File: src/rtl/obi_burst_reader_pkg.sv
// Shared types and constants for the OBI burst reader.
// Default OBI bus structs, FSM state encoding and address helper.
package obi_burst_reader_pkg;

  localparam logic [3:0] BE_ALL = 4'hF;
  localparam int unsigned WORD_BYTES = 4;

  typedef enum logic [1:0] {
    IDLE  = 2'd0,
    RUN   = 2'd1,
    DRAIN = 2'd2
  } state_e;

  typedef struct packed {
    logic        req;
    logic        we;
    logic [31:0] addr;
    logic [31:0] wdata;
    logic [3:0]  be;
  } obi_req_default_t;

  typedef struct packed {
    logic        gnt;
    logic        rvalid;
    logic [31:0] rdata;
  } obi_resp_default_t;

  function automatic logic [31:0] next_addr(
    input logic [31:0] a
  );
    return a + 32'(WORD_BYTES);
  endfunction

endpackage

File: src/rtl/obi_burst_reader_fifo.sv
// First-word-fall-through return-data buffer.
// Head reads as zero while empty so the stream output is clean.
module obi_rdata_fifo #(
  parameter int unsigned DEPTH = 4,
  parameter int unsigned WIDTH = 32
) (
  input  logic                     clk_i,
  input  logic                     rst_i,
  input  logic                     push_i,
  input  logic [WIDTH-1:0]         wdata_i,
  input  logic                     pop_i,
  output logic [WIDTH-1:0]         rdata_o,
  output logic                     empty_o,
  output logic [$clog2(DEPTH):0]   count_o
);

  localparam int unsigned AW = $clog2(DEPTH);

  logic [WIDTH-1:0] mem_q [DEPTH];
  logic [AW-1:0]    wptr_q, wptr_d;
  logic [AW-1:0]    rptr_q, rptr_d;
  logic [AW:0]      cnt_q, cnt_d;
  logic             full;
  logic             do_push;
  logic             do_pop;

  assign empty_o = (cnt_q == '0);
  assign full    = (cnt_q == (AW+1)'(DEPTH));
  assign count_o = cnt_q;
  assign do_push = push_i && !full;
  assign do_pop  = pop_i && !empty_o;
  assign rdata_o = empty_o ? '0 : mem_q[rptr_q];

  always_comb begin
    wptr_d = wptr_q + AW'(do_push);
    rptr_d = rptr_q + AW'(do_pop);
    cnt_d  = cnt_q + (AW+1)'(do_push)
                   - (AW+1)'(do_pop);
  end

  always_ff @(posedge clk_i) begin
    if (rst_i) begin
      wptr_q <= '0;
      rptr_q <= '0;
      cnt_q  <= '0;
    end else begin
      wptr_q <= wptr_d;
      rptr_q <= rptr_d;
      cnt_q  <= cnt_d;
    end
  end

  always_ff @(posedge clk_i) begin
    if (do_push) begin
      mem_q[wptr_q] <= wdata_i;
    end
  end

endmodule

File: src/rtl/obi_burst_reader.sv
// OBI burst reader: issues sequential word reads and streams
// the returned data out through a credit-limited FWFT buffer.
module obi_burst_reader
  import obi_burst_reader_pkg::*;
#(
  parameter type obi_req_t        = obi_req_default_t,
  parameter type obi_resp_t       = obi_resp_default_t,
  parameter int unsigned FIFO_DEPTH = 4,
  parameter int unsigned CNT_WIDTH  = 16
) (
  input  logic                 clk_i,
  input  logic                 rst_i,
  input  logic                 start_i,
  input  logic [31:0]          src_addr_i,
  input  logic [CNT_WIDTH-1:0] num_words_i,
  output logic                 busy_o,
  output logic                 done_o,
  output logic                 err_o,
  output obi_req_t             obi_req_o,
  input  obi_resp_t            obi_resp_i,
  output logic [31:0]          data_o,
  output logic                 data_valid_o,
  input  logic                 data_ready_i
);

  localparam int unsigned CW = $clog2(FIFO_DEPTH) + 1;

  state_e               state_q, state_d;
  logic [31:0]          addr_q, addr_d;
  logic [CNT_WIDTH-1:0] cnt_q, cnt_d;
  logic [CNT_WIDTH-1:0] iss_q, iss_d;
  logic [CNT_WIDTH-1:0] iss_nxt;
  logic [CW-1:0]        outst_q, outst_d;
  logic                 done_q, done_d;
  logic                 err_q, err_d;

  logic [CW-1:0]        fifo_cnt;
  logic                 fifo_empty;
  logic [CW:0]          credit;
  logic                 req;
  logic                 fire;
  logic                 push;
  logic                 pop;

  // Words in flight plus words buffered never exceed the buffer size,
  // so every response always has a free slot.
  assign credit  = {1'b0, outst_q} + {1'b0, fifo_cnt};
  assign req     = (state_q == RUN) && (iss_q < cnt_q)
                && (credit < (CW+1)'(FIFO_DEPTH));
  assign fire    = req && obi_resp_i.gnt;
  assign push    = obi_resp_i.rvalid && (state_q != IDLE);
  assign pop     = data_valid_o && data_ready_i;
  assign iss_nxt = iss_q + CNT_WIDTH'(1);

  assign busy_o       = (state_q != IDLE);
  assign done_o       = done_q;
  assign err_o        = err_q;
  assign data_valid_o = !fifo_empty;

  always_comb begin
    obi_req_o      = '0;
    obi_req_o.req  = req;
    obi_req_o.addr = addr_q;
    obi_req_o.be   = BE_ALL;
  end

  always_comb begin
    state_d = state_q;
    addr_d  = addr_q;
    cnt_d   = cnt_q;
    iss_d   = iss_q;
    outst_d = outst_q + CW'(fire) - CW'(push);
    done_d  = 1'b0;
    err_d   = 1'b0;
    unique case (state_q)
      IDLE: begin
        if (start_i) begin
          if (src_addr_i[1:0] != 2'b00) begin
            err_d = 1'b1;
          end else if (num_words_i == '0) begin
            done_d = 1'b1;
          end else begin
            addr_d  = src_addr_i;
            cnt_d   = num_words_i;
            iss_d   = '0;
            state_d = RUN;
          end
        end
      end
      RUN: begin
        if (fire) begin
          addr_d = next_addr(addr_q);
          iss_d  = iss_nxt;
          if (iss_nxt == cnt_q) begin
            state_d = DRAIN;
          end
        end
      end
      DRAIN: begin
        if (outst_q == '0 && fifo_empty) begin
          state_d = IDLE;
          done_d  = 1'b1;
        end
      end
      default: state_d = IDLE;
    endcase
  end

  always_ff @(posedge clk_i) begin
    if (rst_i) begin
      state_q <= IDLE;
      addr_q  <= '0;
      cnt_q   <= '0;
      iss_q   <= '0;
      outst_q <= '0;
      done_q  <= 1'b0;
      err_q   <= 1'b0;
    end else begin
      state_q <= state_d;
      addr_q  <= addr_d;
      cnt_q   <= cnt_d;
      iss_q   <= iss_d;
      outst_q <= outst_d;
      done_q  <= done_d;
      err_q   <= err_d;
    end
  end

  obi_rdata_fifo #(
    .DEPTH (FIFO_DEPTH),
    .WIDTH (32)
  ) u_fifo (
    .clk_i   (clk_i),
    .rst_i   (rst_i),
    .push_i  (push),
    .wdata_i (obi_resp_i.rdata),
    .pop_i   (pop),
    .rdata_o (data_o),
    .empty_o (fifo_empty),
    .count_o (fifo_cnt)
  );

endmodule

File: config.mk
export PLATFORM = sky130hd
export DESIGN_NAME = obi_burst_reader
export DESIGN_NICKNAME = d
export VERILOG_FILES = /design/src/rtl/obi_burst_reader_pkg.sv /design/src/rtl/obi_burst_reader_fifo.sv /design/src/rtl/obi_burst_reader.sv
export SDC_FILE = /design/constraint.sdc
export NUM_CORES = 1
export LEC_CHECK = 0
export CORE_MARGIN = 2
export CORE_UTILIZATION = 41
export DETAILED_ROUTE_END_ITERATION = 16
export GPL_TIMING_DRIVEN = 0
export PLACE_DENSITY = 0.62
export SLEW_MARGIN = 20
export SYNTH_ARGS = -nofsm -noshare
export SYNTH_HDL_FRONTEND = slang
export SYNTH_HIERARCHICAL = 1
export SYNTH_SLANG_ARGS = --single-unit
File: constraint.sdc
create_clock -name clk_i -period 4.9 [get_ports clk_i]
set_input_delay 1.47 -clock clk_i [delete_from_list [all_inputs] [get_ports clk_i]]
set_output_delay 1.47 -clock clk_i [all_outputs]
set_load 0.005 [all_outputs]
# Word level (Yosys, flattened, before mapping)
# Memories as Yosys holds them, arrays and structs flattened. A register that Yosys moved wholly into a read port is not among the register bits.
# Cells that the tools add are included.
[totals] regBits=78 ramBits=128 input_bits=86 word_cells=84 n_memories=1
[memory_table] name="u_fifo.mem_q" words=4 word_bits=32 read_ports=1 rd_clocked_by_memory_dff=1 write_ports=1 line="obi_burst_reader_fifo.sv:19" rtl="logic [WIDTH-1:0] mem_q [DEPTH];"
[op_classes] n_addsub=9 order_cmp=2 n_eq_ne=10 n_mux=27 n_bitwise=4 n_reduce_logical=21
[op_table] operator="32-bit two-way mux" count=5
[op_table] operator="16-bit two-way mux" count=4
[op_table] operator="32-bit one-hot mux with 2 select lines" count=1
[op_table] operator="32-bit by 3-bit adder with 32-bit output (second input constant)" count=1
[op_table] operator="16-bit one-hot mux with 2 select lines" count=1
[op_table] operator="16-bit by 1-bit adder with 16-bit output (second input constant)" count=1
[op_table] operator="16-bit == test" count=1
[op_table] operator="16-bit logical NOT" count=1
[op_table] operator="16-bit less-than comparator" count=1
[op_table] operator="2-bit two-way mux" count=7
[op_table] operator="2-bit != test (second input constant)" count=5
[op_table] operator="1-bit logical AND" count=8
[op_table] operator="1-bit two-way mux" count=7
[op_table] operator="3-bit by 1-bit adder with 3-bit output" count=2
[op_table] operator="3-bit logical NOT" count=2
[op_table] operator="2-bit one-hot mux with 3 select lines" count=1
[op_table] operator="6-bit AND reduction" count=1
[op_table] operator="2-bit nonzero test" count=3
[op_table] operator="3-bit by 1-bit subtractor with 3-bit output" count=2
[op_table] operator="5-bit AND reduction" count=1
[op_table] operator="2-bit by 1-bit adder with 2-bit output" count=2
[op_table] operator="3-bit by 3-bit adder with 4-bit output" count=1
[op_table] operator="4-bit by 3-bit less-than comparator with 1-bit output (second input constant)" count=1
[op_table] operator="1-bit inverter" count=4
[op_table] operator="other kinds (9)" count=10

# Longest topological paths before layout
# Gate-level depths: netlist of the first run.
[logic_depth] depth_word=6 ltp_mapped=15

# Hierarchy
# Netlist of the first run, hierarchy kept.
[modules_own_cells] mod="obi_rdata_fifo" instances=1 cells_each=239 area_each_um2=5193.7 seq_area_each_um2=3983.8
[modules_own_cells] mod="obi_burst_reader" instances=1 cells_each=617 area_each_um2=4707.0 seq_area_each_um2=1421.4

# Worst setup path before layout of the first run
# No wires, ideal clock.
[synth_path] kind="input -> register" startpoint="in obi_resp_i[32] in the netlist's numbering" endpoint="mem u_fifo.mem_q[1][0] (enable)" setup_time_ns=0.468 t_arrival_ns=4.130 slack_ns=0.302 cell_stages=3 n_path_buf=0 cell_sequence="and2_1 > o31ai_2 > nor3b_1"
[synth_via] elab_chain_cells=4
[synth_lines] item="start: declaration" line="obi_burst_reader.sv:20" rtl="input obi_resp_t obi_resp_i,"
[synth_lines] item="1-bit logical AND" line="obi_burst_reader.sv:51" rtl="assign push = obi_resp_i.rvalid && (state_q != IDLE);"
[synth_lines] item="1-bit logical AND" line="obi_burst_reader_fifo.sv:30" rtl="assign do_push = push_i && !full;"
[synth_lines] item="1-bit two-way mux" line="obi_burst_reader_fifo.sv:54" rtl="if (do_push) begin"
[synth_lines] item="1-bit two-way mux (not written as such)" line="obi_burst_reader_fifo.sv:55" rtl="mem_q[wptr_q] <= wdata_i;"
[synth_lines] item="end: declaration" line="obi_burst_reader_fifo.sv:19"
# No other way between the ends.

# Worst setup path after layout of the first run
[layout_path] startpoint="reg cnt_q[14]" endpoint="out obi_req_o[69] in the netlist's numbering"
[layout_via] elab_chain_cells=3
[layout_lines] item="start: declaration" line="obi_burst_reader.sv:30" rtl="logic [CNT_WIDTH-1:0] cnt_q, cnt_d;"
[layout_lines] item="start signal: assignment" line="obi_burst_reader.sv:121" rtl="cnt_q <= cnt_d;"
[layout_lines] item="16-bit less-than comparator" line="obi_burst_reader.sv:48" rtl="assign req = (state_q == RUN) && (iss_q < cnt_q)"
[layout_lines] item="1-bit logical AND" line="obi_burst_reader.sv:48"
[layout_lines] item="1-bit logical AND" line="obi_burst_reader.sv:49" rtl="&& (credit < (CW+1)'(FIFO_DEPTH));"
[layout_lines] item="end: declaration" line="obi_burst_reader.sv:19" rtl="output obi_req_t obi_req_o,"
# No other way between the ends.

==> results of run 1 <==
==> sequential cells by signal, summed over array words and instances (netlist names) <==
name and count:
u_fifo/rptr_q 2, cnt_q 16, done_o 1, u_fifo/count_o 3, addr_q 32, u_fifo/wptr_q 2
iss_q 16, outst_q 3, u_fifo/mem_q 128, state_q 2, err_o 1
==> layer usage <==
metal | part of all wire (%) | global-route usage [%] | routed length [um] | vias up
met3 | 7.2 | 3.959 | 1880 | 49
met2 | 47 | 32.57 | 12280 | 299
met5 | 0 | 0 | 0 | -
met4 | 3.1 | 6.240 | 799 | 0
met1 | 43 | 27.08 | 11190 | 3579
li1 | - | - | - | 3569
==> power groups by stage <==
stage	Sequential, mW	Combinational (mW)	Clock (mW)
floorplan	1.93	0.176	0
global placement	1.94	0.378	0
detailed placement	1.94	0.382	0
CTS	1.91	0.385	1.69
global route	1.91	0.417	1.76
finish	1.91	0.386	1.65
==> critical path: stages, from the launching register on <==
cell,delay [ns]
dfxtp_1,0.37
inv_1,0.06
ha_1,0.29
nand4_1,0.20
or3_1,0.47
a211o_1,0.30
and3_1,0.17
buf_4,0.12
clkdlybuf4s50_1,0.44
==> cells in the mapped netlist (20+ instances only) <==
master / number
o21ai_0: 27
nand2_1: 95
nor2b_1: 41
dfxtp_1: 78
clkbuf_1: 25
inv_1: 27
edfxtp_1: 128
nand3_1: 23
a21oi_1: 54
mux4_2: 32
xnor2_1: 20
buf_4: 38
nor2_1: 48
ha_1: 24
==> cell type report <==
cell class                 count  area [um2]
buffer                        85       519.2
timing repair buffer         167        1674
sequential                   206        5405
clock inverter                14       111.4
inverter                      28       105.1
multi-input combinational    572        4019
fill                        2070       10760
clock buffer                  29       619.3
tap                          319       399.1
==> cell usage in the layout, fill, tap and decap left out, types with 5 or more instances in the layout <==
master / synthesis / layout
clkdlybuf4s50_1: 0 / 154
edfxtp_1: 128 / 128
nand2_1: 95 / 95
dfxtp_1: 78 / 78
a21oi_1: 54 / 54
nor2_1: 48 / 48
buf_4: 38 / 44
nor2b_1: 41 / 41
conb_1: 2 / 37
mux4_2: 32 / 32
clkbuf_1: 25 / 30
o21ai_0: 27 / 27
inv_1: 27 / 27
ha_1: 24 / 24
clkbuf_16: 0 / 24
nand3_1: 23 / 23
xnor2_1: 20 / 20
buf_2: 16 / 16
nand4_1: 13 / 13
a311oi_1: 12 / 12
nor3_1: 12 / 11
buf_6: 5 / 11
xor2_1: 10 / 10
nor4_1: 10 / 10
o211ai_1: 9 / 9
and3_1: 10 / 9
o21a_1: 7 / 7
a211oi_1: 7 / 7
clkinv_1: 0 / 7
o31ai_1: 6 / 6
clkinv_2: 0 / 5
==> path summary, 6_finish.rpt <==
path,end,cells after the start
worst max-delay path,obi_req_o[69],8
worst min-delay path,cnt_q[0],2
worst max register to register,outst_q[2],15
worst min register to register,cnt_q[0],2
==> kinds of logic after synthesis <==
family | synth area share (%)
mux | 7.481
flops | 54.59
fa+ha+maj | 3.437
buf+inv | 6.306
compound gates | 10.98
simple gates | 14.47
xor+xnor | 2.654
other cells | 0.07585
==> through the flow <==
stage	setup slack, ns	area (um2)	std cells	utilization (%)	total power, mW
5_1_grt	0.4079	12850	1420	54.43	4.086
6_report	0.5000	12850	1420	54.43	3.941
3_5_place_dp	0.4661	12120	1377	51.34	2.324
3_3_place_gp	-2.216	11970	1364	50.70	2.321
2_1_floorplan	0.3018	10030	891	-	2.111
4_1_cts	0.4921	12850	1420	54.43	3.976
==> impl_results.md, run 1 <==
- HPWL Detailed: 18750 um
- Worst-path fanout max: 3
- Clock sink total: 206
- Yosys reg bits: 206
- Mapped Avg Cell Area: between 10 and 15 um2
- Total CTS buffers: 24
- Least-Margin Pin Slew: 0.7281 ns
- Critical path startpoint category: flop
- Worst setup startpoint: cnt_q[14]
- DRC violations left: 0
- Final worst path period share: 89.80%
- DIE AREA: between 0.02 and 0.03 mm2
- Area growth, synth to finish: 29.81%
- Drt first pass iters: 5
- Distinct cells, synth: 73
- # IOs: approximately 190
- Int Pwr: 3.027 mW
- Run status: finished, final reports clean
- Synth area leader: edfxtp_1
- Pleak: 4.501 nW
- DR vias: 7496
- Clk network pwr share: 41.8%
- Syn Std Cell Area: 0.009901 mm2
- DR WL/cell: 18.42 um
- Die width: 159.4 um
- Largest net degree at the start of global routing: 28
- Setup Buffers After CTS: 0
- Starting density of the core: 41.93%
- Required @ worst endpoint: 3.43 ns
- Post-synth top flop: edfxtp_1
- Critical path type: flop to primary output
- Relative slew slack: 51.01%
- NetSw: 0.9135 mW
- GPL Wtd Cong: roughly 0.87
- Hold buffers post-CTS: 0
- Reg2Reg Setup Slack: roughly 1.2 ns
- Final hold vios: 0
- Final Net Count: 1196
- Sequential area share after synthesis: between 50% and 60%
- Drt total wl: 26150 um
- Post-CTS sizing: 0
- Setup Skew: 0.02528 ns
- VDD IR-drop max: 0.2557 mV
- HP Class: flop to flop
- Die Span Y: between 150 and 200 um
- DR vias/cell: 5.279
- Post-synthesis async set-or-reset flop share: 0%
- Root buf cell: clkbuf_16
- Ranking of synthesized cells by area: edfxtp_1, dfxtp_1, mux4_2
- Number of H-tree levels: 1
- Final hold slack: 0.4734 ns
- Row count: 56
- CTS clk-pin slew, worst paths: 0.06 ns
- Endpoint class of the critical path: primary output
- Max Clk Rate: 227.3 MHz
- Initial antenna violation count: 0
- Synth warn: 6
- Post-synth EDFFs: 128
- Maximum clock path buffer count: 3
- Final ANT Viol Nets: 0
- Top-area cell type share of the netlist area: 38.82%
- Hold_sp: cnt_q[0]
- Vias in the first global route: roughly 7300
- Area of the core: 0.02361 mm2
- Final setup vio count: 0
- Port bufs: 154
- Share of cells above drive strength 1: 14.08%
- Setup_tns: 0 ns
- Remaining Overflow, GRT: 0
- CTS tree: built
- First-pass GRT wire length: 40320 um
- Total GRT Usage: 20.00%
- Diode count: 0
- Critical Path AT: 2.93 ns
- Reg2reg start: cnt_q[14]
- Max Slew Vio Count: 0
- RSZ-0062 raised after global routing: no
- Clock latency on the worst-skew pair: 0.54 ns
- Sw Share: 23.18%
- Sequential Power Share: 48.4%
- Tmin final: 4.400 ns
- Maxcap violations: 0
- Combinational share of power: 9.8%
- Initial drt markers: ~500
- Power per cell area: 306.6 mW/mm2
- Post-Synthesis Cells: between 800 and 900
No activity file was read; power rests on OpenSTA's default activity.
==> run 2, diff against run 1 <==
CTS_CLUSTER_DIAMETER = 100   (was not set)
==> results of run 2 <==
The final DEF is identical to that of run 1; final timing and power are the same.
